<file path="src/rtl/keypad_scanner.sv">
// 4x5 key-matrix scanner: row strobing, frame-level debounce and one-key-at-a-time
// acceptance, producing single-cycle command pulses for the operand register block.
module keypad_scanner #(
  parameter int SCAN_DIV = 5000,
  parameter int DEBOUNCE = 4
) (
  input  logic       clock,
  input  logic       reset,
  input  logic [4:0] cols,
  output logic [3:0] rows,
  output logic       newhex,
  output logic [3:0] hexcode,
  output logic       newop,
  output logic       op,
  output logic       eq,
  output logic       BS
);

  localparam int DW = $clog2(SCAN_DIV);
  localparam int CW = $clog2(DEBOUNCE + 1);

  typedef enum logic [1:0] {IDLE, PRESS, HELD} state_t;

  logic [4:0]    cols_meta, cols_sync;
  logic [DW-1:0] div;
  logic [1:0]    row_idx;
  logic          tc;

  // Closure count so far in the frame saturates at 2 (= MULTI); key is valid when count is 1.
  logic [1:0]    acc_cnt, frame_cnt;
  logic [4:0]    acc_key, frame_key;
  logic          frame_vld;

  logic [4:0]    closed;
  logic [2:0]    row_hits, sum;
  logic [2:0]    row_col;
  logic [4:0]    row_key, tot_key;
  logic [1:0]    tot_cnt;

  state_t        state, state_n;
  logic [CW-1:0] cnt, cnt_n, rcnt, rcnt_n;
  logic [4:0]    cand, cand_n;
  logic          accept;

  assign tc = (div == DW'(SCAN_DIV - 1));

  always_comb begin
    rows = 4'b1111;
    rows[row_idx] = 1'b0;
  end

  // NOTE: every signal assigned in a combinational block gets a default first, so no path
  // leaves it unassigned and no latch is inferred.
  always_comb begin
    closed   = ~cols_sync;
    row_hits = 3'(closed[0]) + 3'(closed[1]) + 3'(closed[2]) + 3'(closed[3]) + 3'(closed[4]);
    row_col  = 3'd0;
    for (int c = 4; c >= 0; c--) begin
      if (closed[c]) row_col = 3'(c);
    end
    row_key = (row_col == 3'd4) ? {3'b100, row_idx} : {1'b0, row_idx, row_col[1:0]};
    sum     = 3'(acc_cnt) + row_hits;
    tot_cnt = (sum >= 3'd2) ? 2'd2 : sum[1:0];
    tot_key = (acc_cnt == 2'd0) ? row_key : acc_key;
  end

  // NOTE: state registers use non-blocking assignments so every flop samples pre-edge values.
  always_ff @(posedge clock or negedge reset) begin
    if (!reset) begin
      cols_meta <= '0;
      cols_sync <= '0;
      div       <= '0;
      row_idx   <= 2'd0;
      acc_cnt   <= 2'd0;
      acc_key   <= 5'd0;
      frame_vld <= 1'b0;
      frame_cnt <= 2'd0;
      frame_key <= 5'd0;
    end else begin
      cols_meta <= cols;
      cols_sync <= cols_meta;
      frame_vld <= 1'b0;
      if (tc) begin
        div     <= '0;
        row_idx <= row_idx + 2'd1;
        if (row_idx == 2'd3) begin
          frame_vld <= 1'b1;
          frame_cnt <= tot_cnt;
          frame_key <= tot_key;
          acc_cnt   <= 2'd0;
          acc_key   <= 5'd0;
        end else begin
          acc_cnt <= tot_cnt;
          acc_key <= tot_key;
        end
      end else begin
        div <= div + 1'b1;
      end
    end
  end

  // The FSM advances only on the cycle a completed frame result is presented.
  always_comb begin
    state_n = state;
    cnt_n   = cnt;
    rcnt_n  = rcnt;
    cand_n  = cand;
    accept  = 1'b0;
    if (frame_vld) begin
      case (state)
        IDLE: begin
          if (frame_cnt == 2'd1) begin
            cand_n = frame_key;
            cnt_n  = CW'(1);
            if (DEBOUNCE == 1) begin
              accept  = 1'b1;
              state_n = HELD;
              rcnt_n  = '0;
            end else begin
              state_n = PRESS;
            end
          end else if (frame_cnt == 2'd2) begin
            state_n = HELD;
            rcnt_n  = '0;
          end
        end
        PRESS: begin
          if (frame_cnt == 2'd1 && frame_key == cand) begin
            cnt_n = cnt + CW'(1);
            if (cnt + CW'(1) == CW'(DEBOUNCE)) begin
              accept  = 1'b1;
              state_n = HELD;
              rcnt_n  = '0;
            end
          end else if (frame_cnt == 2'd2) begin
            state_n = HELD;
            rcnt_n  = '0;
          end else begin
            state_n = IDLE;
          end
        end
        HELD: begin
          if (frame_cnt != 2'd0) begin
            rcnt_n = '0;
          end else if (rcnt + CW'(1) == CW'(DEBOUNCE)) begin
            state_n = IDLE;
            rcnt_n  = '0;
          end else begin
            rcnt_n = rcnt + CW'(1);
          end
        end
        default: state_n = IDLE;
      endcase
    end
  end

  always_ff @(posedge clock or negedge reset) begin
    if (!reset) begin
      state   <= IDLE;
      cnt     <= '0;
      rcnt    <= '0;
      cand    <= 5'd0;
      newhex  <= 1'b0;
      hexcode <= 4'd0;
      newop   <= 1'b0;
      op      <= 1'b0;
      eq      <= 1'b0;
      BS      <= 1'b0;
    end else begin
      state  <= state_n;
      cnt    <= cnt_n;
      rcnt   <= rcnt_n;
      cand   <= cand_n;
      newhex <= 1'b0;
      newop  <= 1'b0;
      eq     <= 1'b0;
      BS     <= 1'b0;
      if (accept) begin
        if (!cand_n[4]) begin
          newhex  <= 1'b1;
          hexcode <= cand_n[3:0];
        end else begin
          case (cand_n[1:0])
            2'd0: begin newop <= 1'b1; op <= 1'b0; end
            2'd1: begin newop <= 1'b1; op <= 1'b1; end
            2'd2: eq <= 1'b1;
            default: BS <= 1'b1;
          endcase
        end
      end
    end
  end

endmodule
</file>
<file path="config.mk">
export PLATFORM = sky130hd
export DESIGN_NAME = keypad_scanner
export DESIGN_NICKNAME = d
export VERILOG_FILES = /design/src/rtl/keypad_scanner.sv
export SDC_FILE = /design/constraint.sdc
export NUM_CORES = 1
export LEC_CHECK = 0
export ABC_CLOCK_PERIOD_IN_PS = 2600
export BUFFER_PORTS_ARGS = -buffer_cell sky130_fd_sc_hd__buf_2
export CAP_MARGIN = 10
export CORE_MARGIN = 4
export CORE_UTILIZATION = 50
export DETAILED_ROUTE_END_ITERATION = 8
export MAX_ROUTING_LAYER = met4
export PLACE_DENSITY = 0.77
export SYNTH_ARGS = -nofsm -noshare
export SYNTH_HDL_FRONTEND = slang
export SYNTH_SLANG_ARGS = --single-unit
</file>
<file path="constraint.sdc">
create_clock -name clock -period 2.6 [get_ports clock]
set_input_delay 0.26 -clock clock [delete_from_list [all_inputs] [get_ports clock]]
set_output_delay 0.26 -clock clock [all_outputs]
set_load 0.01 [all_outputs]
</file>
Word level (Yosys, flattened, before mapping)
Cells that the tools add are included.
{ "totals": {"regBits": 62, "latchBits": 0, "ramBits": 0, "rom_bits": 0, "in_bits": 7, "output_inout_bits": 13, "wordCells": 122, "mem_count": 0} }
{ "op_classes": {"addsub": 9, "mul": 0, "div_mod_pow": 0, "n_lt_le_gt_ge": 3, "n_eq_ne": 19, "shift": 0, "n_mux": 52, "n_bitwise": 3, "reduce_logical": 17} }
{ "op_table": {"columns": ["cell", "n"], "rows": [
  ["3-bit two-way mux", 13],
  ["5-bit two-way mux", 6],
  ["1-bit two-way mux", 18],
  ["2-bit two-way mux", 9],
  ["13-bit by 1-bit adder with 13-bit output, second input constant", 1],
  ["13-bit == test, second input constant", 1],
  ["13-bit two-way mux", 1],
  ["2-bit inequality test, second input constant", 5],
  ["3-bit == test, second input constant", 3],
  ["3-bit case mux with 3 select lines", 1],
  ["2-bit == test, second input constant", 4],
  ["4-bit AND reduction", 2],
  ["3-bit by 1-bit adder with 3-bit output", 2],
  ["3-bit by 1-bit adder with 3-bit output, second input constant", 2],
  ["2-bit by 1-bit == test with 1-bit output, second input constant", 3],
  ["2-bit zero test", 3],
  ["3-bit inequality test, second input constant", 2],
  ["2-bit case mux with 3 select lines", 1],
  ["3-bit case mux with 2 select lines", 1],
  ["2-bit nonzero test", 3],
  ["5-bit == test", 1],
  ["5-bit inverter", 1],
  ["5-bit AND reduction", 1],
  ["4-bit inverter", 1],
  ["other kinds (16)", 18]
]} }

Longest topological paths before layout
{ "logic_depth": {"word_depth": 10, "depth_mapped": 10, "depth_no_buf": 10} }

Least setup slack after synthesis
No wires, ideal clock.
{ "synth_timing": {"kind": "flip-flop to flip-flop", "start": "register cols_sync[2]", "end": "register acc_cnt[0]", "setup_ns": 0.096, "t_arrival_ns": 2.439, "required_ns": 2.504, "path_slack_ns": 0.065, "stages_incl_launch_ff": 11, "n_path_buf": 0, "synth_period_minus_slack_ns": 2.535, "cell_sequence": "dfrtp_1 -> inv_1 -> fa_1 -> fa_1 -> ha_1 -> inv_1 -> fa_1 -> xor2_1 -> and2_0 -> nand2_1 -> o31ai_1"} }
{ "synth_between": {"elab_chain_len": 8} }
{ "synth_rtl": {"columns": ["element", "line_no", "rtl"], "rows": [
  ["start, declared", "24", "logic [4:0] cols_meta, cols_sync;"],
  ["start signal, assigned", "81", "cols_sync <= cols_meta;"],
  ["5-bit inverter (*)", "55", "closed = ~cols_sync;"],
  ["2-bit by 1-bit adder with 3-bit output (*)", "56", "row_hits = 3'(closed[0]) + 3'(closed[1]) + 3'(closed[2]) + 3'(closed[3]) + 3'(closed[4]);"],
  ["3-bit by 1-bit adder with 3-bit output (*) (2 in a row)", "56", null],
  ["2-bit by 3-bit adder with 3-bit output (*)", "62", "sum = 3'(acc_cnt) + row_hits;"],
  ["3-bit by 2-bit >= comparator with 1-bit output", "63", "tot_cnt = (sum >= 3'd2) ? 2'd2 : sum[1:0];"],
  ["2-bit two-way mux (*)", "63", null],
  ["2-bit two-way mux (*)", "86", "if (row_idx == 2'd3) begin"],
  ["end signal, assigned", "93", "acc_cnt <= tot_cnt;"],
  ["end, declared", "30", "logic [1:0] acc_cnt, frame_cnt;"]
]} }
Every way passes the cells marked *; elsewhere a longest branch is shown, timed or not.
A chain may end at the register's enable or synchronous reset.

Worst setup path in the final report
{ "layout_timing": {"start": "register cols_sync[0]", "end": "register acc_cnt[0]"} }
{ "layout_between": {"elab_chain_len": 9} }
{ "layout_rtl": {"columns": ["element", "line_no"], "rows": [
  ["5-bit inverter (*)", "55"],
  ["1-bit by 1-bit adder with 2-bit output (*)", "56"],
  ["2-bit by 1-bit adder with 3-bit output (*)", "56"],
  ["3-bit by 1-bit adder with 3-bit output (*) (2 in a row)", "56"],
  ["2-bit by 3-bit adder with 3-bit output (*)", "62"],
  ["3-bit by 2-bit >= comparator with 1-bit output", "63"],
  ["2-bit two-way mux (*)", "63"],
  ["2-bit two-way mux (*)", "86"]
]} }
Marks and branches as above.

==> impl_metrics.json <==
{
  "multiInputGateArea_um2": 1370,
  "fmax_mhz": 378,
  "min_period_ns": 2.64,
  "crit_type": "reg -> reg",
  "dp_hpwl_mm": 3.69,
  "nNetsFinal": 333,
  "dp_slack_ns": -0.129,
  "insertion_delay_ns": 0.33,
  "design_area_um2": 3480,
  "antenna_found_initial": 0,
  "worst_pin_slew_ns": 0.498,
  "clkSlewWorstSetupHoldPaths_ns": 0.07,
  "critPathMaxFanout": 3,
  "slew_headroom": 0.667,
  "slew_violations": 0,
  "grt_pass1_wl_mm": 9.00,
  "layout.cells.most_common": "dfrtp_1",
  "cts-root-buf": "clkbuf_8",
  "gp_congestion": 0.926,
  "vdd_drop_max_mv": 0.426,
  "ios": 20,
  "die_y_um": 85.8,
  "fillers": 501,
  "hold_viol": 0,
  "grt_pass1_vias": 2062,
  "syn_area_per_cell_um2": 11.1,
  "initial_core_util": 0.514,
  "critPathRequiredTime_ns": 2.84,
  "yosys_warnings": 0,
  "clockBufferDepth": 2,
  "drc": 0,
  "dr.pass1.iters": 4,
  "drt-initial-drc-count": 70,
  "ys_seq_elements": 62,
  "async_reset_ff_frac": 1.00,
  "synth_flop_cell": "dfrtp_1",
  "power_density_nw_per_um2": 544,
  "min_period_over_period": 1.02,
  "post_dp_cell_area_um2": 3240,
  "syn_nets": 298,
  "setup_slack_ns": -0.0447,
  "clock-sinks": 62,
  "hold_path_class": "in -> reg",
  "cp-end-kind": "flip-flop",
  "grt_remaining_overflow": 0,
  "finalNonFillerCells": 387,
  "cts_tree": "done",
  "ys_types": 52,
  "fin_skew_ns": 0.00617,
  "drt-total-wl_mm": 5.13,
  "viasPerCell": 5.22,
  "status": "finished, violations left",
  "place.port_buffers": 19,
  "synth_edf_count": 0,
  "drive_gt1_frac": 0.215,
  "regArea_um2": 1550,
  "worstPathArrival_ns": 2.89,
  "setup_viol": 1,
  "max_cap_violations": 0,
  "vias": 2021,
  "syn_area_um2": 3020,
  "wl_per_cell_um": 13.3,
  "dieArea_um2": 7350,
  "core-area_um2": 5890,
  "synth_seq_area_share": 0.513,
  "fp.dieW_um": 85.8,
  "h-tree-depth": 3,
  "hold-worst-slack_ns": 0.0294,
  "final_cell_mix": "dfrtp_1 (62), nand2_1 (30), inv_1 (21)",
  "startpoint_type": "flip-flop",
  "leakage_uw": 0.00174,
  "ant_nets": 0,
  "diodes": 0,
  "area_delta_synth_final_pct": 15.1,
  "dp_cells": 367,
  "track_usage": 0.160,
  "grt_max_degree": 26,
  "violations": "negative setup slack",
  "num_rows": 28,
  "rsz0062_at_grt": "true",
  "cts_inserted_buffers": 9,
  "syn_inst": 272
}
[path summary, 6_finish.rpt]
path / from / end / cells past startpoint / slack [ns]
hold reg to reg: cols_meta[1] / cols_sync[1] / 0 / 0.35
max in group asynchronous: reset / acc_key[4] / 3 / 1.51
min in group asynchronous: reset / rcnt[1] / 2 / 0.40
hold / removal: cols[4] / cols_meta[4] / 1 / 0.03
setup / recovery: cols_sync[0] / acc_cnt[0] / 9 / -0.04
setup reg to reg: cols_sync[0] / acc_cnt[0] / 9 / -0.04
[kinds of logic (layout without fill, tap and decap cells)]
kind of cell               Yosys count  count (layout)  synth area share
DFF                                 62              62             0.513
adders and majority gates           19              19            0.0861
xor gates and xnor gates            18              18            0.0522
and+or+nand+nor                     88              88             0.168
AOI/OAI and AO/OA                   45              45            0.0960
buffers and inverters               29              69            0.0364
muxes                               11              11            0.0484
[routing by layer]
metal / share of wire / up-vias / GRT usage
met3: 0.036 / 12 / 0.0423
met5: 0 / - / -
met2: 0.46 / 39 / 0.232
li1: - / 996 / -
met4: 0.026 / 0 / 0.0921
met1: 0.47 / 974 / 0.203
[synthesized netlist by cell type, types with 2 or more instances]
master | number | share of area
nor2_1 | 12 | 0.015
and2_1 | 2 | 0.0041
xor2_1 | 9 | 0.026
and3_1 | 4 | 0.0083
ha_1 | 16 | 0.066
o211ai_1 | 2 | 0.0050
nor4b_1 | 2 | 0.0058
a21oi_1 | 7 | 0.012
a22o_1 | 5 | 0.014
inv_1 | 23 | 0.029
nor3b_1 | 2 | 0.0050
o21ai_0 | 8 | 0.013
dfrtp_1 | 62 | 0.51
a21o_1 | 2 | 0.0050
fa_1 | 3 | 0.020
nor3_1 | 4 | 0.0066
xnor2_1 | 9 | 0.026
clkbuf_1 | 3 | 0.0037
o31ai_1 | 5 | 0.012
mux2_2 | 4 | 0.015
nor2b_1 | 2 | 0.0041
nand3b_1 | 3 | 0.0074
mux2_4 | 6 | 0.030
o31a_1 | 2 | 0.0058
o21ai_1 | 8 | 0.013
a31oi_1 | 2 | 0.0041
nand2_1 | 30 | 0.037
nand3_1 | 11 | 0.018
[critical path, stage by stage, from the launching register on]
cell and delay [ns]:
dfrtp_1 0.40, inv_2 0.08, fa_1 0.45, fa_1 0.53, ha_1 0.14, inv_1 0.05, fa_2 0.51, and2_4 0.14
nand2_1 0.06, o31ai_1 0.18
[power breakdown]
group	leakage [uW]	switching [uW]	internal [uW]	total, uW
Clock	0.000102	373	465	837
Combinational	0.000807	44.8	34.4	79.2
Sequential	0.000829	3.93	972	976
Total	0.00174	421	1470	1890
[layout make-up]
cell class | count | area share
clock inverter | 6 | 0.0176
timing repair buffer | 29 | 0.0503
sequential | 62 | 0.446
inverter | 24 | 0.0259
clock buffer | 10 | 0.0396
tap | 75 | 0.0270
multi-input combinational | 181 | 0.394
[registers in the layout (all words and copies together) (netlist names), 2 cells and up]
name       flops
rcnt           3
acc_cnt        2
acc_key        5
div           13
frame_key      5
hexcode        4
frame_cnt      2
state          2
cols_meta      5
cnt            3
cand           5
cols_sync      5
row_idx        2
[stage by stage]
stage	utilization	total power, uW	setup TNS (ns)
after floorplan	-	1020	0
after global placement	0.550	1060	-0.00290
after detailed placement	0.550	1060	-0.315
after CTS	0.588	1910	-0.0365
after global routing	0.591	1970	-0.450
final	0.591	1890	-0.0447
[what timing repair did]
action,CTS,global route
setup endpoints to repair,4,4
resized for setup,5,1
hold buffers,1,1
buffers inserted,1,1
pin swaps,3,0
hold endpoints to repair,18,1
Note: power is estimated with default switching activity, not from simulation.
